<file path="config.mk">
export PLATFORM = sky130hd
export DESIGN_NAME = led_disp_arbiter_flat
export DESIGN_NICKNAME = d
export VERILOG_FILES = /design/src/rtl/led_disp_arbiter_if.sv /design/src/rtl/led_disp_arbiter.sv /design/src/flat_wrapper.sv
export SDC_FILE = /design/constraint.sdc
export NUM_CORES = 1
export LEC_CHECK = 0
export ABC_AREA = 1
export CAP_MARGIN = 20
export CORE_ASPECT_RATIO = 0.75
export CORE_MARGIN = 3
export CORE_UTILIZATION = 52
export CTS_BUF_LIST = sky130_fd_sc_hd__clkbuf_8
export DETAILED_ROUTE_END_ITERATION = 12
export GPL_TIMING_DRIVEN = 0
export PLACE_DENSITY_LB_ADDON = 0.05
export SYNTH_ARGS = -nofsm -noshare
export SYNTH_HDL_FRONTEND = slang
export SYNTH_SLANG_ARGS = --single-unit
export TNS_END_PERCENT = 30
</file>
<file path="constraint.sdc">
create_clock -name clk -period 2.9 [get_ports clk]
set_input_delay 0.29 -clock clk [delete_from_list [all_inputs] [get_ports clk]]
set_output_delay 0.29 -clock clk [all_outputs]
set_load 0.05 [all_outputs]
</file>
<file path="src/rtl/led_disp_arbiter_if.sv">
// Requester handshake and LED pin bundle for led_disp_arbiter.
// master = requester/board side, slave = arbiter side.
interface led_disp_arbiter_if #(
  parameter int DW = 16
);
  logic          req0;
  logic [DW-1:0] data0;
  logic          gnt0;
  logic          req1;
  logic [DW-1:0] data1;
  logic          gnt1;
  logic          busy;
  logic          led_clk;
  logic          led_do;
  logic          led_clr;

  modport master (
    output req0, data0, req1, data1,
    input  gnt0, gnt1, busy, led_clk, led_do, led_clr
  );

  modport slave (
    input  req0, data0, req1, data1,
    output gnt0, gnt1, busy, led_clk, led_do, led_clr
  );
endinterface

</file>
<file path="src/rtl/led_disp_arbiter.sv">
// Round-robin sharing of a serial LED shift-register display between two requesters.
// Optional LED_ACTIVE_LOW_EN: invert the latched word before it is shifted out.
//
// state   | meaning
// --------+-----------------------------------------------------------
// S_IDLE  | waiting for a request; arbitrates on every cycle
// S_GRANT | one-cycle grant pulse, word latched on entry
// S_CLEAR | led_clr held low for 2*CLK_DIV cycles
// S_SHIFT | DW bits MSB first, each bit CLK_DIV low then CLK_DIV high
// S_DONE  | one-cycle wrap-up, last-grant pointer updated
module led_disp_arbiter #(
  parameter int DW      = 16,
  parameter int CLK_DIV = 100
) (
  input logic              clk,
  input logic              RSTN,
  led_disp_arbiter_if.slave bus
);
  localparam int CW = $clog2(CLK_DIV) + 1;
  localparam int BW = (DW > 1) ? $clog2(DW) : 1;
  localparam logic [CW-1:0] HALF_TC  = CW'(CLK_DIV - 1);
  localparam logic [CW-1:0] FULL_TC  = CW'(2 * CLK_DIV - 1);
  localparam logic [BW-1:0] LAST_BIT = BW'(DW - 1);

  typedef enum logic [2:0] {
    S_IDLE,
    S_GRANT,
    S_CLEAR,
    S_SHIFT,
    S_DONE
  } state_t;

  state_t        state;
  logic [CW-1:0] div_cnt;
  logic [BW-1:0] bit_cnt;
  logic [DW-1:0] word;
  logic          last_gnt;
  logic          cur_gnt;
  logic          gnt0_q;
  logic          gnt1_q;
  logic          busy_q;
  logic          led_clk_q;
  logic          led_do_q;
  logic          led_clr_q;

  logic          pick1;
  logic [DW-1:0] word_load;
  logic [DW-1:0] word_shl;

  // Requester 1 wins when alone, or on a tie when requester 0 was granted last.
  always_comb begin
    pick1 = bus.req1 && (!bus.req0 || !last_gnt);
  end

  always_comb begin
    word_load = pick1 ? bus.data1 : bus.data0;
`ifdef LED_ACTIVE_LOW_EN
    word_load = ~word_load;
`else
    word_load = word_load;
`endif
    word_shl = word << 1;
  end

  always_ff @(posedge clk or negedge RSTN) begin
    if (!RSTN) begin
      state     <= S_IDLE;
      div_cnt   <= '0;
      bit_cnt   <= '0;
      word      <= '0;
      last_gnt  <= 1'b1;
      cur_gnt   <= 1'b0;
      gnt0_q    <= 1'b0;
      gnt1_q    <= 1'b0;
      busy_q    <= 1'b0;
      led_clk_q <= 1'b0;
      led_do_q  <= 1'b0;
      led_clr_q <= 1'b1;
    end else begin
      case (state)
        S_IDLE: begin
          div_cnt <= '0;
          if (bus.req0 || bus.req1) begin
            state   <= S_GRANT;
            gnt0_q  <= !pick1;
            gnt1_q  <= pick1;
            cur_gnt <= pick1;
            word    <= word_load;
            busy_q  <= 1'b1;
          end
        end
        S_GRANT: begin
          gnt0_q    <= 1'b0;
          gnt1_q    <= 1'b0;
          led_clr_q <= 1'b0;
          led_clk_q <= 1'b0;
          led_do_q  <= 1'b0;
          div_cnt   <= '0;
          state     <= S_CLEAR;
        end
        S_CLEAR: begin
          if (div_cnt == FULL_TC) begin
            div_cnt   <= '0;
            bit_cnt   <= '0;
            led_clr_q <= 1'b1;
            led_do_q  <= word[DW-1];
            state     <= S_SHIFT;
          end else begin
            div_cnt <= div_cnt + CW'(1);
          end
        end
        S_SHIFT: begin
          if (div_cnt == FULL_TC) begin
            div_cnt   <= '0;
            led_clk_q <= 1'b0;
            if (bit_cnt == LAST_BIT) begin
              bit_cnt  <= '0;
              led_do_q <= 1'b0;
              state    <= S_DONE;
            end else begin
              bit_cnt  <= bit_cnt + BW'(1);
              word     <= word_shl;
              led_do_q <= word_shl[DW-1];
            end
          end else begin
            div_cnt <= div_cnt + CW'(1);
            if (div_cnt == HALF_TC) begin
              led_clk_q <= 1'b1;
            end
          end
        end
        S_DONE: begin
          last_gnt  <= cur_gnt;
          busy_q    <= 1'b0;
          led_do_q  <= 1'b0;
          led_clk_q <= 1'b0;
          div_cnt   <= '0;
          state     <= S_IDLE;
        end
        default: begin
          state <= S_IDLE;
        end
      endcase
    end
  end

  assign bus.gnt0    = gnt0_q;
  assign bus.gnt1    = gnt1_q;
  assign bus.busy    = busy_q;
  assign bus.led_clk = led_clk_q;
  assign bus.led_do  = led_do_q;
  assign bus.led_clr = led_clr_q;

endmodule

</file>
<file path="src/flat_wrapper.sv">
// flat-port wrapper written by rule: the top's interface ports become plain ports
module led_disp_arbiter_flat 
#(
  parameter int DW      = 16,
  parameter int CLK_DIV = 100
)
  (clk, RSTN, bus_req0, bus_data0, bus_req1, bus_data1, bus_gnt0, bus_gnt1, bus_busy, bus_led_clk, bus_led_do, bus_led_clr);
  led_disp_arbiter_if #(.DW(DW)) bus_i ();
  input logic clk;
  input logic RSTN;
  input wire logic [$bits(bus_i.req0)-1:0] bus_req0;
  input wire logic [$bits(bus_i.data0)-1:0] bus_data0;
  input wire logic [$bits(bus_i.req1)-1:0] bus_req1;
  input wire logic [$bits(bus_i.data1)-1:0] bus_data1;
  output wire logic [$bits(bus_i.gnt0)-1:0] bus_gnt0;
  output wire logic [$bits(bus_i.gnt1)-1:0] bus_gnt1;
  output wire logic [$bits(bus_i.busy)-1:0] bus_busy;
  output wire logic [$bits(bus_i.led_clk)-1:0] bus_led_clk;
  output wire logic [$bits(bus_i.led_do)-1:0] bus_led_do;
  output wire logic [$bits(bus_i.led_clr)-1:0] bus_led_clr;
  assign bus_i.req0 = bus_req0;
  assign bus_i.data0 = bus_data0;
  assign bus_i.req1 = bus_req1;
  assign bus_i.data1 = bus_data1;
  assign bus_gnt0 = bus_i.gnt0;
  assign bus_gnt1 = bus_i.gnt1;
  assign bus_busy = bus_i.busy;
  assign bus_led_clk = bus_i.led_clk;
  assign bus_led_do = bus_i.led_do;
  assign bus_led_clr = bus_i.led_clr;
  led_disp_arbiter #(.DW(DW), .CLK_DIV(CLK_DIV)) u_core (.clk(clk), .RSTN(RSTN), .bus(bus_i));
endmodule
</file>
# Yosys cells after proc, flatten, opt, wreduce, memory -nomap -nowiden
# Cells that the tools add are included.
[classes]
addsub = 2
mul = 0
div = 0
order_cmp = 0
eq_ne = 13
shift = 0
muxes = 31
n_bitwise = 0
reduce_logical = 27
[ops]
columns = ["operator", "n"]
rows = [
  ["two-way mux 16 bit", 4],
  ["one-hot mux 16 bit (2 select lines)", 1],
  ["one-hot mux 8 bit (2 select lines)", 1],
  ["nonzero test 2 bit", 7],
  ["two-way mux 3 bit", 4],
  ["two-way mux 4 bit", 3],
  ["one-hot mux 3 bit (4 select lines)", 1],
  ["one-hot mux 1 bit (2 select lines)", 5],
  ["AND reduction 2 bit", 5],
  ["two-way mux 1 bit", 9],
  ["adder 8 x 1 -> 8 bit (second input constant)", 1],
  ["== test 8 x 7 -> 1 bit (second input constant)", 1],
  ["== test 8 bit (second input constant)", 1],
  ["two-way mux 8 bit", 1],
  ["!= test 2 x 1 -> 1 bit (second input constant)", 4],
  ["one-hot mux 4 bit (2 select lines)", 1],
  ["AND reduction 4 bit", 2],
  ["== test 3 x 2 -> 1 bit (second input constant)", 2],
  ["AND reduction 3 bit", 2],
  ["adder 4 x 1 -> 4 bit (second input constant)", 1],
  ["== test 4 bit (second input constant)", 1],
  ["OR reduction 2 bit", 2],
  ["== test 3 x 1 -> 1 bit (second input constant)", 1],
  ["== test 3 bit (second input constant)", 1],
  ["9 further kinds", 12],
]
[totals]
ff_bits = 39
latch_bits = 0
mem_bits_rw = 0
rom_bits = 0
inputBits = 36
n_memories = 0

# Longest topological paths before layout
# Gate-level depths: netlist of the first run.
[depth]
word_depth = 6
ltp_mapped = 9
mapped_depth_nobuf = 9

# Worst setup path before layout of the first run
# No wires, ideal clock.
[synth_timing]
kind = "reg-to-reg"
from = "register u_core.div_cnt[0]"
to = "register u_core.word[14]"
t_arrival_ns = 1.312
setup_slack_ns = 1.471
path_stages_with_launch = 10
path_buffers = 1
path_cell_list = "dfrtp_1 ha_1 nand3_1 inv_1 nand2_2 nand2_2 nand3_4 buf_6 nand2_1 nand2_1"
[synth_via]
elab_chain_len = 3
[synth_lines]
columns = ["element", "line_no", "text"]
rows = [
  ["from (decl)", "led_disp_arbiter.sv:34", "logic [CW-1:0] div_cnt;"],
  ["from (signal assigned)", "led_disp_arbiter.sv:109", "div_cnt <= div_cnt + CW'(1);"],
  ["from (signal assigned)", "led_disp_arbiter.sv:126", "div_cnt <= div_cnt + CW'(1);"],
  ["== test 8 bit", "led_disp_arbiter.sv:113", "if (div_cnt == FULL_TC) begin"],
  ["!= test 2 x 1 -> 1 bit (no line)", "-", ""],
  ["AND reduction 4 bit (no line)", "-", ""],
  ["to (signal assigned)", "led_disp_arbiter.sv:88", "word <= word_load;"],
  ["to (signal assigned)", "led_disp_arbiter.sv:122", "word <= word_shl;"],
  ["to (decl)", "led_disp_arbiter.sv:36", "logic [DW-1:0] word;"],
]
# No other way between the ends.
# A chain may end at the register's enable or synchronous reset.

# Final worst setup path of the first run
[layout_timing]
from = "register u_core.led_clr_q, in the netlist u_core.bus.led_clr"
to = "output port bus_led_clr"
[layout_lines]
columns = ["element", "line_no", "text"]
rows = [
  ["from (decl)", "led_disp_arbiter.sv:44", "logic led_clr_q;"],
  ["from (signal assigned)", "led_disp_arbiter.sv:78", "led_clr_q <= 1'b1;"],
  ["from (signal assigned)", "led_disp_arbiter.sv:95", "led_clr_q <= 1'b0;"],
  ["from (signal assigned)", "led_disp_arbiter.sv:105", "led_clr_q <= 1'b1;"],
  ["to (decl)", "flat_wrapper.sv:20", "output wire logic [$bits(bus_i.led_clr)-1:0] bus_led_clr;"],
]
# No word-level cell between the ends.

==> flow_metrics.env, run 1 <==
export IMPL_worst_slew_pin_slew_ns=0.861
export IMPL_fin_skew_ns=0.00648
export IMPL_postSynthRegisterBits=39
export IMPL_finalMaxSlewViolations=0
export IMPL_maximum_count_of_clock_buffers_along_a_single_path=2
export IMPL_power_density_nw_per_um2=935
export IMPL_post_drt_via_cell_ratio=5.17
export IMPL_htree_levels=2
export IMPL_placement_io_buffers=40
export IMPL_cp_required_ns=2.61
export IMPL_tritoncts="done"
export IMPL_ys_seq_area_share_pct=40.0
export IMPL_worst_path_buffer_plus_inverter_count=1
export IMPL_hold_buffers=0
export IMPL_grtUsageTotal_pct=22.8
export IMPL_cp_endpoint="bus_led_clr"
export IMPL_achievable_frequency_mhz=525
export IMPL_timing_rr_start="u_core.last_gnt"
export IMPL_clkSlewWorstSetupHoldPaths_ns=0.08
export IMPL_count_of_warnings_emitted_by_yosys=0
export IMPL_min_period_over_period_pct=65.6
export IMPL_drt_pre_antenna_iters=5
export IMPL_worst_hold_path_type="primary input to async pin"
export IMPL_startpoint_type="flop"
export IMPL_power_leakage_nw=1.65
export IMPL_clkSinkCount=39
export IMPL_timing_final_crit_period_ns=1.90
export IMPL_routed_wire_length_per_instance_microns=12.6
export IMPL_ctsRootBufferMaster="sky130_fd_sc_hd__clkbuf_8"
export IMPL_layout_common_cells="135 x sky130_fd_sc_hd__nand2_1, 66 x sky130_fd_sc_hd__nand3_1, 51 x sky130_fd_sc_hd__inv_1"
export IMPL_setup_reg_to_reg_worst_slack_ns=1.19
export IMPL_slowest_stage="sky130_fd_sc_hd__clkdlybuf4s50_1"
export IMPL_crit_cells=1
export IMPL_most_common_library_cell_in_the_layout_ignoring_fill_and_taps="sky130_fd_sc_hd__nand2_1"
export IMPL_postRouteWirelength_mm=5.77
export IMPL_placementRows=20
export IMPL_synth_cell_area_sq_um=2440
export IMPL_finalWorstSetupSlack_ns=0.997
export IMPL_chipWidth_microns=85.2
export IMPL_maximum_single_stage_delay_on_the_critical_path_ns=0.79
export IMPL_worst_r2r_cell_count=7
export IMPL_number_of_antenna_violations_at_the_first_check_in_global_routing=0
export IMPL_design_core_area_sq_um=4280
export IMPL_setup_violations_final=0
export IMPL_antenna_cells_inserted=0
export IMPL_pin_count_of_the_biggest_net_entering_global_routing=40
export IMPL_layout_area_overhead_vs_synth_pct=23.5
export IMPL_worst_setup_path_startpoint="u_core.bus.led_clr"
export IMPL_post_layout_nonfiller_instances=458
export IMPL_status="finished, final reports clean"
export IMPL_maxSlewHeadroom_pct=42.6
export IMPL_first_global_vias=2227
export IMPL_yosysTopAreaCell="sky130_fd_sc_hd__dfrtp_1"
export IMPL_post_cts_repair_setup_buffers=0
export IMPL_critical_path_cell_chain="clkdlybuf4s50_1"
export IMPL_hpwlAfterDp_mm=4.24
export IMPL_ioPinCount=42
export IMPL_grt_setup_unrepaired="false"
export IMPL_cts_made_buffers=5
export IMPL_synth_top_cell_area_share_pct=37.9
export IMPL_final_layout_size_suffix_gt1_share_pct=8.44
export IMPL_syn_num_nets=394
export IMPL_endpoint_kind="output pin"
export IMPL_gr_total_overflow=0
export IMPL_synthesis_instances=355
export IMPL_detailedRoute_firstIterationViolations=218
export IMPL_number_of_vias_in_the_routed_layout=2369
export IMPL_post_cts_resize_count=0
export IMPL_mapped_avg_cell_area_sq_um=6.89
export IMPL_routabilityCongestion=0.853
export IMPL_timing_setup_critical_path_class="flop to output pin"
export IMPL_critical_path_top_delay_family="buffers and inverters"
export IMPL_drt_drc_violations_left=0
export IMPL_grt_first_pass_wirelength_mm=10.2
export IMPL_fin_setup_tns_ns=0
export IMPL_detail_route_antenna_nets=0
export IMPL_finalHoldViolCount=0
export IMPL_crit_path_max_fanout=2
export IMPL_nets=441
export IMPL_synthTopCellsByArea="sky130_fd_sc_hd__dfrtp_1 38%, sky130_fd_sc_hd__nand2_1 21%, sky130_fd_sc_hd__nand3_1 14%"
export IMPL_initial_utilization_pct=57.1
export IMPL_fp_dieH_microns=65.4
export IMPL_die_area_sq_um=5570
export IMPL_reg2reg_to="u_core.word[0]"
export IMPL_post_synth_num_cell_types=30
export IMPL_vdd_ir_drop_max_uv=820
export IMPL_critical_path_arrival_ns=1.61
export IMPL_worst_skew_pair_late_latency_ns=0.29
export IMPL_dp_cells=450
export IMPL_timing_max_cap_violations=0
export IMPL_detailedPlace_worstSlack_ns=0.882
sequential cells by signal (all words and copies together) (netlist names), 3 cells and up:
register        cells
u_core.bit_cnt      4
u_core.state        3
u_core.word        16
u_core.div_cnt      8
report_power, final:
part           switching [mW]  leakage, nW  internal, mW
sequential              0.133        0.494         0.747
clock                   0.187       0.0556         0.253
combinational           0.966         1.10         0.537
total                    1.28         1.65          1.54
worst min path at each step:
stage	cells past startpoint	to	slack (ns)	from
final	1	u_core.bus.led_do	0.11	RSTN
after CTS	1	u_core.bus.led_do	0.14	RSTN
after detailed placement	1	u_core.bit_cnt[2]	0.45	RSTN
after global placement	2	u_core.cur_gnt	0.45	u_core.cur_gnt
after floorplan	0	u_core.bit_cnt[0]	-0.006	RSTN
after global routing	1	u_core.word[5]	0.16	RSTN
layout make-up:
type / instances / area (sq um)
plain buffers: 11 / 71.3
clock buffers: 5 / 68.8
inverters: 52 / 195
repair buffers: 40 / 395
fillers: 371 / 1260
clock inverters: 3 / 41.3
flip-flops and latches: 39 / 978
well taps: 55 / 68.8
multi-input cells: 253 / 1200
routing by layer:
layer / vias to the layer above / track usage (%) / share of wire [%]
met4: 0 / 5.73 / 1.1
met1: 1065 / 34.3 / 51
met3: 9 / 4.89 / 6.9
li1: 1211 / - / -
met5: - / 0 / 0
met2: 84 / 33.0 / 41
per-stage QoR:
stage	hold slack [ns]	area, sq um	total power [mW]	util, %
floorplan	-0.00559	2440	1.98	-
global placement	0.454	2910	2.33	68.1
detailed placement	0.453	2910	2.37	68.0
CTS	0.138	3020	2.82	70.6
global route	0.158	3020	3.09	70.6
finish	0.106	3020	2.82	70.6
cells in the mapped netlist, drive strengths merged:
master	number
nand2	140
nand3	68
inv	52
dfrtp	37
nor2	12
buf	9
o21ai	8
a21oi	7
nand4	6
ha	3
clkbuf	2
dfstp	2
a21boi	1
a31oi	1
mux2	1
nand3b	1
o21bai	1
o22ai	1
or2	1
xnor2	1
xor2	1
kinds of logic (layout without fill, tap and decap cells):
logic type                 after synthesis  after routing  synth area share [%]
AOI/OAI and AO/OA                       19             19                  4.66
muxes                                    1              1                 0.461
xor gates and xnor gates                 2              2                 0.717
DFF                                     39             39                  40.0
adders and majority gates                3              3                  1.54
and+or+nand+nor                        228            228                  41.7
buffers and inverters                   63            111                  10.9
Power figures use the tool's default switching activity.
==> inputs of run 2 (changes only) <==
Settings changed: CORE_UTILIZATION 52 to 50.
Clock period 2.9 ns to 1.7 ns, I/O delays scaled along.
==> run 2 against run 1 <==
Effect of this change: global-route usage decreased by 1.7 points; critical path depth is the same; combinational power increased by 73%; sequential power grew 69%; cell count increased by 1.3%; via count fell by 2.4%; clock power rose by 36%; largest cell class unchanged.
==> flow_metrics.env, run 2 (same netlist as run 1, synthesis figures left out) <==
export IMPL_timing_final_crit_period_ns=1.63
export IMPL_post_layout_nonfiller_instances=464
export IMPL_vdd_ir_drop_max_uv=1050
export IMPL_final_hold_worst_slack_ns=0.273
export IMPL_worst_path_buffer_plus_inverter_count=1
export IMPL_cp_required_ns=1.53
export IMPL_setup_reg_to_reg_worst_slack_ns=0.15
export IMPL_number_of_vias_in_the_routed_layout=2312
export IMPL_maximum_single_stage_delay_on_the_critical_path_ns=0.81
export IMPL_chipWidth_microns=86.7
export IMPL_first_global_vias=2039
export IMPL_largest_regs="u_core.word: 16 flops, u_core.div_cnt: 8 flops, u_core.bit_cnt: 4 flops"
export IMPL_final_layout_size_suffix_gt1_share_pct=9.83
export IMPL_critical_path_top_delay_family="buffers and inverters"
export IMPL_drt_drc_violations_left=0
export IMPL_htree_levels=2
export IMPL_clkSlewWorstSetupHoldPaths_ns=0.08
export IMPL_p_total_mw=4.70
export IMPL_endpoint_kind="output pin"
export IMPL_ioPinCount=42
export IMPL_slowest_stage="sky130_fd_sc_hd__clkdlybuf4s50_1"
export IMPL_detailedRoute_firstIterationViolations=159
export IMPL_postRouteWirelength_mm=5.60
export IMPL_layout_core_utilization_pct=66.5
export IMPL_power_leakage_nw=1.67
export IMPL_fin_setup_tns_ns=0
export IMPL_top_register="u_core.word"
export IMPL_layout_common_cells="134 x sky130_fd_sc_hd__nand2_1, 65 x sky130_fd_sc_hd__nand3_1, 52 x sky130_fd_sc_hd__inv_1"
export IMPL_dp_cells=453
export IMPL_reg2reg_to="u_core.word[6]"
export IMPL_grt_first_pass_wirelength_mm=9.36
export IMPL_worst_hold_path_type="primary input to async pin"
export IMPL_pin_count_of_the_biggest_net_entering_global_routing=31
export IMPL_postPlaceCellArea_sq_um=2930
export IMPL_most_common_library_cell_in_the_layout_ignoring_fill_and_taps="sky130_fd_sc_hd__nand2_1"
export IMPL_finalHoldViolCount=0
export IMPL_timing_rr_start="u_core.div_cnt[1]"
export IMPL_placement_io_buffers=40
export IMPL_final_cell_area_sq_um=3060
export IMPL_worst_r2r_cell_count=9
export IMPL_finalWorstSetupSlack_ns=0.0713
export IMPL_finalMaxSlewViolations=0
export IMPL_maxSlewHeadroom_pct=66.3
export IMPL_number_of_antenna_violations_at_the_first_check_in_global_routing=0
export IMPL_crit_path_max_fanout=2
export IMPL_grtUsageTotal_pct=21.1
export IMPL_ctsRootBufferMaster="sky130_fd_sc_hd__clkbuf_8"
export IMPL_placementRows=21
export IMPL_tritoncts="done"
export IMPL_cts_made_buffers=5
export IMPL_detailedPlace_worstSlack_ns=-0.150
export IMPL_post_drt_via_cell_ratio=4.98
export IMPL_largest_reg_flops=16
export IMPL_worst_slew_pin_slew_ns=0.501
export IMPL_design_core_area_sq_um=4600
export IMPL_min_period_over_period_pct=95.8
export IMPL_fp_dieH_microns=66.6
export IMPL_setup_violations_final=0
export IMPL_maximum_count_of_clock_buffers_along_a_single_path=2
export IMPL_drt_pre_antenna_iters=5
export IMPL_critical_path_arrival_ns=1.46
export IMPL_nets=445
export IMPL_timing_setup_critical_path_class="flop to output pin"
export IMPL_fin_skew_ns=0.00556
export IMPL_routed_wire_length_per_instance_microns=12.1
export IMPL_critical_path_cell_chain="clkdlybuf4s50_1"
export IMPL_layout_area_overhead_vs_synth_pct=25.0
export IMPL_status="finished, final reports clean"
export IMPL_clkSinkCount=39
export IMPL_gr_total_overflow=0
export IMPL_achievable_frequency_mhz=614
export IMPL_antenna_cells_inserted=0
export IMPL_startpoint_type="flop"
export IMPL_detail_route_antenna_nets=0
export IMPL_hpwlAfterDp_mm=4.15
export IMPL_routabilityCongestion=0.772
export IMPL_grt_setup_unrepaired="true"
export IMPL_initial_utilization_pct=53.2
export IMPL_die_area_sq_um=5770
export IMPL_power_density_nw_per_um2=1540
export IMPL_worst_skew_pair_late_latency_ns=0.29
export IMPL_timing_max_cap_violations=0
[run 2: layout make-up]
| cell class | count | area, sq um |
|---|---|---|
| fillers | 414 | 1540 |
| multi-input cells | 253 | 1220 |
| flip-flops and latches | 39 | 978 |
| repair buffers | 45 | 447 |
| inverters | 52 | 195 |
| well taps | 57 | 71.3 |
| clock buffers | 5 | 68.8 |
| plain buffers | 10 | 66.3 |
| clock inverters | 3 | 11.3 |
[run 2: where the power goes]
| group | internal, mW | leakage (nW) | total, mW | switching (mW) |
|---|---|---|---|---|
| Clock | 0.274 | 0.0519 | 0.599 | 0.325 |
| Combinational | 0.966 | 1.13 | 2.60 | 1.64 |
| Sequential | 1.27 | 0.494 | 1.49 | 0.217 |
| Total | 2.51 | 1.67 | 4.70 | 2.18 |
[run 2: timing repair]
item                       4_1_cts  5_1_grt
hold buffers                     1        0
setup endpoints to repair        5       16
resized for setup                2        6
buffers inserted                 0        3
cloned                           0        0
hold endpoints to repair         9        0
pin swaps                        0        1
[run 2: worst register-to-register path, cell delays in order, from the launching register on]
cell	delay (ns)
sky130_fd_sc_hd__dfrtp_1	0.40
sky130_fd_sc_hd__ha_2	0.23
sky130_fd_sc_hd__nand3_1	0.08
sky130_fd_sc_hd__inv_1	0.07
sky130_fd_sc_hd__nand2_2	0.14
sky130_fd_sc_hd__nand2_4	0.14
sky130_fd_sc_hd__nand3_4	0.11
sky130_fd_sc_hd__buf_6	0.16
sky130_fd_sc_hd__nand2_1	0.06
sky130_fd_sc_hd__nand2_1	0.06
[run 2: layer usage]
layer,vias to the layer above,global-route usage (%),wire length [microns]
met5,-,0,0
met4,0,7.59,80
met1,1034,31.0,2940
met3,6,4.08,254
li1,1221,-,-
met2,51,30.6,2320
[run 2: worst max-delay path by stage]
stage	start	end	cells past startpoint
after floorplan	u_core.div_cnt[0]	u_core.word[14]	9
after global placement	RSTN	u_core.word[11]	1
after detailed placement	bus_req0	u_core.word[6]	9
after CTS	u_core.div_cnt[0]	u_core.word[6]	9
after global routing	u_core.last_gnt	u_core.word[6]	7
final	u_core.bus.gnt1	bus_gnt1	1
